$ cat config.mk
export PLATFORM = sky130hd
export DESIGN_NAME = compair_row_group_ctrl_flat
export DESIGN_NICKNAME = d
export VERILOG_FILES = /design/src/rtl/compair_row_group_ctrl_pkg.sv /design/src/rtl/compair_row_group_ctrl_if.sv /design/src/rtl/compair_row_group_ctrl_reset_stretch.sv /design/src/rtl/compair_row_group_ctrl.sv /design/src/flat_wrapper.sv
export SDC_FILE = /design/constraint.sdc
export NUM_CORES = 1
export LEC_CHECK = 0
export ABC_AREA = 1
export BUFFER_PORTS_ARGS = -buffer_cell sky130_fd_sc_hd__buf_2
export CORE_MARGIN = 2
export CORE_UTILIZATION = 55
export CTS_BUF_LIST = sky130_fd_sc_hd__clkbuf_2
export CTS_CLUSTER_DIAMETER = 30
export DETAILED_ROUTE_END_ITERATION = 16
export PLACE_DENSITY = 0.78
export SYNTH_ARGS = -nofsm -noshare
export SYNTH_HDL_FRONTEND = slang
export SYNTH_SLANG_ARGS = --single-unit
$ cat constraint.sdc
create_clock -name sysclk -period 10.3 [get_ports sysclk]
set_input_delay 0 -clock sysclk [delete_from_list [all_inputs] [get_ports sysclk]]
set_output_delay 0 -clock sysclk [all_outputs]
set_load 0.01 [all_outputs]
$ cat src/rtl/compair_row_group_ctrl_pkg.sv
// Shared types and helpers for the CompAIR row group controller: group sizing,
// row-to-group mapping and the grant arbiter state encoding.
package compair_row_pkg;

    localparam int DEFAULT_RST_MIN_CYCLES = 16;

    typedef enum logic [1:0] {
        IDLE  = 2'd0,
        OFFER = 2'd1,
        BUSY  = 2'd2
    } arb_state_t;

    function automatic int num_groups(input int num_rows, input int rows_per_group);
        return (num_rows + rows_per_group - 1) / rows_per_group;
    endfunction

    function automatic int row_group(input int row, input int rows_per_group);
        return row / rows_per_group;
    endfunction

    // Row index width, kept at least one bit so a single-row build still has a port.
    function automatic int row_idx_w(input int num_rows);
        return (num_rows > 1) ? $clog2(num_rows) : 1;
    endfunction

endpackage

$ cat src/rtl/compair_row_group_ctrl_if.sv
// Grant handshake between the row arbiter (master) and the readout engine (slave).
interface compair_row_group_ctrl_if
    import compair_row_pkg::*;
#(
    parameter int NUM_ROWS = 20
);
    localparam int ROW_W = row_idx_w(NUM_ROWS);

    logic             grant_valid;
    logic [ROW_W-1:0] grant_row;
    logic             grant_ready;
    logic             grant_done;
    logic             grant_abort;

    modport master (
        output grant_valid, grant_row, grant_abort,
        input  grant_ready, grant_done
    );

    modport slave (
        input  grant_valid, grant_row, grant_abort,
        output grant_ready, grant_done
    );

endinterface

$ cat src/rtl/compair_row_group_ctrl_reset_stretch.sv
// One group's reset stretcher: a reloadable down-counter whose next value decides a
// glitch-free registered active-low reset, asserted from power-on until the count expires.
module compair_group_reset_stretch
    import compair_row_pkg::*;
#(
    parameter int RST_MIN_CYCLES = DEFAULT_RST_MIN_CYCLES
)(
    input  logic sysclk,
    input  logic rst,
    input  logic req,
    output logic group_resn,
    output logic group_in_reset
);
    localparam int               CNT_W    = $clog2(RST_MIN_CYCLES + 1);
    localparam logic [CNT_W-1:0] CNT_LOAD = CNT_W'(RST_MIN_CYCLES);

    logic [CNT_W-1:0] cnt;
    logic [CNT_W-1:0] cnt_next;

    always_comb begin
        cnt_next = cnt;
        if (req) begin
            cnt_next = CNT_LOAD;
        end else if (cnt != '0) begin
            cnt_next = cnt - 1'b1;
        end
    end

    always_ff @(posedge sysclk or posedge rst) begin
        if (rst) begin
            cnt        <= CNT_LOAD;
            group_resn <= 1'b0;
        end else begin
            cnt        <= cnt_next;
            group_resn <= (cnt_next == '0);
        end
    end

    assign group_in_reset = ~group_resn;

endmodule

$ cat src/rtl/compair_row_group_ctrl.sv
// CompAIR row management: per-group chip reset stretching, interrupt synchronisation and
// round-robin grant arbitration. Define COMPAIR_ROW_INT_STATS_EN for per-row grant counters.
module compair_row_group_ctrl
    import compair_row_pkg::*;
#(
    parameter  int NUM_ROWS       = 20,
    parameter  int ROWS_PER_GROUP = 4,
    parameter  int RST_MIN_CYCLES = DEFAULT_RST_MIN_CYCLES,
    parameter  int SYNC_STAGES    = 2,
    localparam int NUM_GROUPS     = num_groups(NUM_ROWS, ROWS_PER_GROUP),
    localparam int ROW_W          = row_idx_w(NUM_ROWS)
)(
    input  logic                  sysclk,
    input  logic                  rst,
    input  logic [NUM_ROWS-1:0]   row_resn_req,
    output logic [NUM_GROUPS-1:0] group_resn,
    output logic [NUM_GROUPS-1:0] group_in_reset,
    input  logic [NUM_ROWS-1:0]   row_interruptn,
    input  logic [NUM_ROWS-1:0]   row_int_mask,
    output logic [NUM_ROWS-1:0]   row_hold,
    compair_row_group_ctrl_if.master grant
`ifdef COMPAIR_ROW_INT_STATS_EN
    ,
    input  logic [ROW_W-1:0]      stat_row,
    output logic [15:0]           stat_count
`endif
);
    localparam logic [ROW_W:0]   NROWS_EXT = (ROW_W + 1)'(NUM_ROWS);
    localparam logic [ROW_W-1:0] LAST_ROW  = ROW_W'(NUM_ROWS - 1);

    logic [NUM_ROWS-1:0] row_in_reset;
    logic [NUM_ROWS-1:0] int_sync [SYNC_STAGES];
    logic [NUM_ROWS-1:0] pending;

    arb_state_t       state;
    arb_state_t       state_next;
    logic [ROW_W-1:0] rr_ptr;
    logic [ROW_W-1:0] rr_next;
    logic [ROW_W-1:0] grant_row_q;
    logic             grant_abort_q;
    logic             grant_valid_c;

    logic [NUM_ROWS-1:0] pend_rot;
    logic [ROW_W:0]      pick_off;
    logic [ROW_W:0]      pick_sum;
    logic [ROW_W-1:0]    pick_row;
    logic                pick_found;

    // ---- group reset stretchers
    for (genvar g = 0; g < NUM_GROUPS; g++) begin : g_group
        localparam int LO = g * ROWS_PER_GROUP;
        localparam int HI = (LO + ROWS_PER_GROUP > NUM_ROWS) ? NUM_ROWS - 1
                                                             : LO + ROWS_PER_GROUP - 1;
        compair_group_reset_stretch #(
            .RST_MIN_CYCLES (RST_MIN_CYCLES)
        ) u_stretch (
            .sysclk         (sysclk),
            .rst            (rst),
            .req            (~&row_resn_req[HI:LO]),
            .group_resn     (group_resn[g]),
            .group_in_reset (group_in_reset[g])
        );
    end

    for (genvar r = 0; r < NUM_ROWS; r++) begin : g_row_map
        assign row_in_reset[r] = group_in_reset[row_group(r, ROWS_PER_GROUP)];
    end

    // ---- interrupt synchronisers, idle high
    always_ff @(posedge sysclk or posedge rst) begin
        if (rst) begin
            for (int s = 0; s < SYNC_STAGES; s++) begin
                int_sync[s] <= '1;
            end
        end else begin
            int_sync[0] <= row_interruptn;
            for (int s = 1; s < SYNC_STAGES; s++) begin
                int_sync[s] <= int_sync[s-1];
            end
        end
    end

    assign pending = ~int_sync[SYNC_STAGES-1] & ~row_int_mask & ~row_in_reset;

    // ---- round-robin pick: rotate so rr_ptr sits at bit 0, take the lowest set bit
    always_comb begin
        pend_rot   = (pending >> rr_ptr) | (pending << (NUM_ROWS - int'(rr_ptr)));
        pick_found = 1'b0;
        pick_off   = '0;
        for (int j = NUM_ROWS - 1; j >= 0; j--) begin
            if (pend_rot[j]) begin
                pick_found = 1'b1;
                pick_off   = (ROW_W + 1)'(j);
            end
        end
        pick_sum = {1'b0, rr_ptr} + pick_off;
        if (pick_sum >= NROWS_EXT) begin
            pick_sum = pick_sum - NROWS_EXT;
        end
        pick_row = pick_sum[ROW_W-1:0];
    end

    assign rr_next = (grant_row_q == LAST_ROW) ? '0 : grant_row_q + 1'b1;

    // ---- arbiter FSM
    always_ff @(posedge sysclk or posedge rst) begin
        if (rst) begin
            state <= IDLE;
        end else begin
            state <= state_next;
        end
    end

    // A ready seen together with a pending drop still completes the handshake.
    always_comb begin
        state_next = state;
        case (state)
            IDLE:    if (pick_found) state_next = OFFER;
            OFFER: begin
                if (grant.grant_ready) begin
                    state_next = BUSY;
                end else if (!pending[grant_row_q]) begin
                    state_next = IDLE;
                end
            end
            BUSY:    if (grant.grant_done || row_in_reset[grant_row_q]) state_next = IDLE;
            default: state_next = IDLE;
        endcase
    end

    always_comb begin
        grant_valid_c = (state == OFFER);
        row_hold      = '0;
        if (state == BUSY) begin
            row_hold[grant_row_q] = 1'b1;
        end
    end

    // Done wins over a simultaneous group reset entry, so no abort in that case.
    always_ff @(posedge sysclk or posedge rst) begin
        if (rst) begin
            grant_row_q   <= '0;
            rr_ptr        <= '0;
            grant_abort_q <= 1'b0;
        end else begin
            grant_abort_q <= (state == BUSY) && !grant.grant_done && row_in_reset[grant_row_q];
            if (state == IDLE && pick_found) begin
                grant_row_q <= pick_row;
            end
            if (state == BUSY && (grant.grant_done || row_in_reset[grant_row_q])) begin
                rr_ptr <= rr_next;
            end
        end
    end

    assign grant.grant_valid = grant_valid_c;
    assign grant.grant_row   = grant_row_q;
    assign grant.grant_abort = grant_abort_q;

`ifdef COMPAIR_ROW_INT_STATS_EN
    logic [15:0] stat_cnt [NUM_ROWS];
    logic        accept;

    assign accept = (state == OFFER) && grant.grant_ready;

    always_ff @(posedge sysclk or posedge rst) begin
        if (rst) begin
            for (int r = 0; r < NUM_ROWS; r++) begin
                stat_cnt[r] <= '0;
            end
            stat_count <= '0;
        end else begin
            for (int r = 0; r < NUM_ROWS; r++) begin
                if (row_in_reset[r]) begin
                    stat_cnt[r] <= '0;
                end else if (accept && grant_row_q == ROW_W'(r) && stat_cnt[r] != 16'hFFFF) begin
                    stat_cnt[r] <= stat_cnt[r] + 16'd1;
                end
            end
            stat_count <= ({1'b0, stat_row} < NROWS_EXT) ? stat_cnt[stat_row] : 16'd0;
        end
    end
`endif

endmodule

$ cat src/flat_wrapper.sv
// flat-port wrapper written by rule: the top's interface ports become plain ports
module compair_row_group_ctrl_flat import compair_row_pkg::*;
#(
    parameter  int NUM_ROWS       = 20,
    parameter  int ROWS_PER_GROUP = 4,
    parameter  int RST_MIN_CYCLES = DEFAULT_RST_MIN_CYCLES,
    parameter  int SYNC_STAGES    = 2,
    localparam int NUM_GROUPS     = num_groups(NUM_ROWS, ROWS_PER_GROUP),
    localparam int ROW_W          = row_idx_w(NUM_ROWS)
)
  (sysclk, rst, row_resn_req, group_resn, group_in_reset, row_interruptn, row_int_mask, row_hold, grant_grant_valid, grant_grant_row, grant_grant_abort, grant_grant_ready, grant_grant_done);
  compair_row_group_ctrl_if #(.NUM_ROWS(NUM_ROWS)) grant_i ();
  input  logic sysclk;
  input  logic rst;
  input  logic [NUM_ROWS-1:0] row_resn_req;
  output logic [NUM_GROUPS-1:0] group_resn;
  output logic [NUM_GROUPS-1:0] group_in_reset;
  input  logic [NUM_ROWS-1:0] row_interruptn;
  input  logic [NUM_ROWS-1:0] row_int_mask;
  output logic [NUM_ROWS-1:0] row_hold;
  output wire logic [$bits(grant_i.grant_valid)-1:0] grant_grant_valid;
  output wire logic [$bits(grant_i.grant_row)-1:0] grant_grant_row;
  output wire logic [$bits(grant_i.grant_abort)-1:0] grant_grant_abort;
  input wire logic [$bits(grant_i.grant_ready)-1:0] grant_grant_ready;
  input wire logic [$bits(grant_i.grant_done)-1:0] grant_grant_done;
  assign grant_grant_valid = grant_i.grant_valid;
  assign grant_grant_row = grant_i.grant_row;
  assign grant_grant_abort = grant_i.grant_abort;
  assign grant_i.grant_ready = grant_grant_ready;
  assign grant_i.grant_done = grant_grant_done;
  compair_row_group_ctrl #(.NUM_ROWS(NUM_ROWS), .ROWS_PER_GROUP(ROWS_PER_GROUP), .RST_MIN_CYCLES(RST_MIN_CYCLES), .SYNC_STAGES(SYNC_STAGES)) u_core (.sysclk(sysclk), .rst(rst), .row_resn_req(row_resn_req), .group_resn(group_resn), .group_in_reset(group_in_reset), .row_interruptn(row_interruptn), .row_int_mask(row_int_mask), .row_hold(row_hold), .grant(grant_i));
endmodule
==> impl_metrics.py <==
metrics = {
    "clock_network": {
        "ctsHoldBuffers": 36,
        "cts_tree": "yes",
        "clockRootBuffer": "clkbuf_2",
        "cts-resized-gates": 0,
        "clock_latency_ps": 570,
        "cts.clk_slew.worst_paths_ps": 260,
        "cts.path.max_buffers": 2,
        "cts.sinks": 83,
        "post_cts_buffers": 0,
        "numCtsBuffers": 9,
        "cts-htree-levels": 3,
    },
    "floorplan": {
        "die_height_um": 107.4,
        "dieArea_um2": 11530,
        "rows": 37,
        "coreArea_um2": 10370,
        "initial_utilization_pct": 56.70,
        "die_w_um": 107.4,
        "num_io_pins": 101,
    },
    "worst_setup_path": {
        "crit_path_end_kind": "flop",
        "critPathTopFamily": "simple AND/OR/NAND/NOR gates",
        "cp_common_cell": "nand2_1",
        "critical_path.startpoint_type": "flop",
        "reg2reg_to": "u_core.grant.grant_row[4]$_DFFE_PP0P_",
        "criticalPathCategory": "reg2reg",
        "worstReg2RegStart": "u_core.rr_ptr[0]$_DFFE_PP0P_",
        "crit_path_max_fanout": 24,
        "cp_slowest_cell": "dfrtp_1",
        "r2r_slack_ps": 3950,
        "arrival_ps": 6840,
        "cp.required_ps": 10790,
        "critPathBufInv": 2,
        "reg2reg_depth": 35,
        "startpoint": "u_core.rr_ptr[0]$_DFFE_PP0P_",
        "slowest_delay_ps": 900,
    },
    "power": {
        "comb_power_share_pct": 72.9,
        "switchingPower_w": 0.001288,
        "p_leak_nw": 3.377,
        "switching_share_pct": 58.08,
        "power_frac_seq_pct": 20.3,
        "finalPower_w": 0.002217,
        "ir_worst_vdd_uv": 154.2,
        "power.share.clock_pct": 6.9,
        "powerDensity_nw_per_um2": 325.4,
        "internal_power_w": 0.0009295,
    },
    "timing": {
        "tightestPinTransition_ps": 987.0,
        "finalSetupViolCount": 0,
        "fin_crit_sh_pct": 61.65,
        "fin_skew_ps": 55.46,
        "rsz0062_at_grt": "false",
        "relSlewSlack_pct": 34.20,
        "final-hold-violation-count": 0,
        "slew_viol_final": 0,
        "finalSetupTns_ps": 0,
        "hold_ws_ps": 63.16,
        "post-route-min-period_ps": 6350,
        "fmax_ghz": 0.1575,
    },
    "route": {
        "first_iter_violations": 554,
        "ant_nets": 0,
        "firstDrtPassIters": 6,
        "vias": 6194,
        "routed_via_density": 5.631,
        "wirelength_um": 17680,
        "routedWlPerCell_um": 16.07,
        "drc": 0,
    },
    "final_layout": {
        "area_growth_pct": 15.90,
        "nets": 1041,
        "antenna_cells": 0,
        "layout-drive-gt1-share_pct": 19.50,
    },
    "synthesis": {
        "synth_top_family_by_area": "simple AND/OR/NAND/NOR gates",
        "syn_area_um2": 5879,
        "yosysSeqAreaShare_pct": 36.28,
        "synth_compound_area_share_pct": 13.98,
        "synth_edf_count": 0,
        "yosys-top-cells-area": "dfstp_2, dfrtp_1, nand2_1, nor2_1, nand3_1",
        "avgSynthCellArea_um2": 6.958,
        "synth_top_cell_by_area": "dfstp_2",
        "async_flop_share_pct": 100.0,
        "synth_xor_area_share_pct": 2.532,
        "syn_inst": 845,
        "synthSimpleGateAreaFrac_pct": 33.30,
        "yosys_warnings": 0,
        "synthAdderAreaFrac_pct": 3.958,
        "synth.top_cell.area_share_pct": 20.11,
        "ys.flop_type": "dfstp_2",
        "synth_mux_area_share_pct": 0.1702,
        "ys_ff_latch": 83,
        "synth.net_count": 927,
        "synth_cell_types": 50,
    },
    "hold_path": {
        "hold_class": "in2reg",
        "hold_start": "row_interruptn[6]",
        "hold_end": "u_core.int_sync[26]$_DFF_PP1_",
        "worstHoldPathCells": 2,
    },
    "global_routing": {
        "grt_use_total_pct": 31.99,
        "grt_overflow_total": 0,
        "antenna_found_initial": 0,
        "grt_pass1_vias": 5929,
        "grt_max_degree": 84,
        "grt_pass1_wl_um": 28530,
    },
    "placement": {
        "dpl.hpwl_um": 12840,
        "io_buffers": 100,
        "gp_congestion": 1.047,
    },
    "flow_run": {
        "drv_cap": 0,
    },
    "status": {
        "status": "finished clean",
    },
}
-- cell families (layout without fill, tap and decap cells) --
group	after synthesis	after routing
muxes	1	1
adders and majority gates	18	18
DFF	83	83
xor gates and xnor gates	17	17
and+or+nand+nor	454	454
buffers and inverters	130	249
AOI/OAI and AO/OA	142	142
-- area by class of cell --
cell class,instances,area [µm²]
Sequential cell,83,2133
Fill cell,926,3556
Inverter,93,350.3
Multi-Input combinational cell,632,3172
Clock buffer,11,55.05
Timing Repair Buffer,140,895.9
Clock inverter,5,37.54
Tap cell,136,170.2
-- through the flow --
step           cells  cell area (µm²)  util (%)  worst slack, ps
3_3_place_gp    1046             6341     61.15             4395
3_5_place_dp    1046             6341     61.15             4192
6_report        1100             6814     65.71             3950
2_1_floorplan    845             5879         -             5730
4_1_cts         1098             6794     65.52             4117
5_1_grt         1100             6814     65.71             3234
-- flip-flops by register name (all words and copies together), names as in the netlist --
| register | count |
|---|---|
| u_core.int_sync | 40 |
| u_core.grant.grant_abort | 1 |
| u_core.state | 2 |
| u_core.g_group.u_stretch.cnt | 25 |
| u_core.grant.grant_row | 5 |
| u_core.rr_ptr | 5 |
| u_core.g_group.u_stretch.group_resn | 5 |
-- synthesized netlist by cell type, types with 17 or more instances --
library cell  number
a21oi_1           28
dfrtp_1           38
dfstp_2           45
ha_1              17
inv_1             86
nand2_1          225
nand3_1           72
nand4_1           23
nor2_1            97
nor3_1            17
o21ai_0           52
o21ai_1           18
-- placed cells by master, fill, tap and decap left out, types with 3 or more instances in the layout --
cell,instances
nand2_1,225
buf_2,100
nor2_1,97
inv_1,85
nand3_1,72
o21ai_0,52
dfstp_2,45
dlygate4sd3_1,38
dfrtp_1,38
a21oi_1,28
nand4_1,23
o21ai_1,18
nor3_1,17
ha_1,17
xor2_1,11
clkbuf_2,11
o211ai_1,10
a31oi_1,10
o22ai_1,7
inv_2,6
xnor2_1,6
nor2_4,3
nor2_2,3
nand3_2,3
-- worst max path at each step --
| stage | depth (start not counted) | slack [ps] | to |
|---|---|---|---|
| 3_5_place_dp | 35 | 4190 | u_core.grant.grant_row[4]$_DFFE_PP0P_ |
| 2_1_floorplan | 38 | 5730 | u_core.grant.grant_row[4]$_DFFE_PP0P_ |
| 4_1_cts | 35 | 4120 | u_core.grant.grant_row[4]$_DFFE_PP0P_ |
| 6_report | 35 | 3950 | u_core.grant.grant_row[4]$_DFFE_PP0P_ |
| 5_1_grt | 35 | 3230 | u_core.grant.grant_row[4]$_DFFE_PP0P_ |
| 3_3_place_gp | 35 | 4390 | u_core.grant.grant_row[4]$_DFFE_PP0P_ |
-- power by group through the flow --
stage	clock network [W]	registers, W	logic [W]
4_1_cts	0.000155	0.000449	0.00157
6_report	0.000152	0.000450	0.00162
2_1_floorplan	0	0.000409	0.00126
3_5_place_dp	0	0.000454	0.00155
3_3_place_gp	0	0.000453	0.00155
5_1_grt	0.000169	0.000458	0.00183
-- metal layers --
| layer | wire length, µm | track usage, % | vias to the layer above |
|---|---|---|---|
| met2 | 8149 | 52.44 | 320 |
| met3 | 1637 | 6.598 | 54 |
| met4 | 698 | 14.10 | 0 |
| li1 | - | - | 3012 |
| met1 | 7193 | 40.92 | 2808 |
| met5 | 0 | 0 | - |
Note: power is estimated with default switching activity, not from simulation.
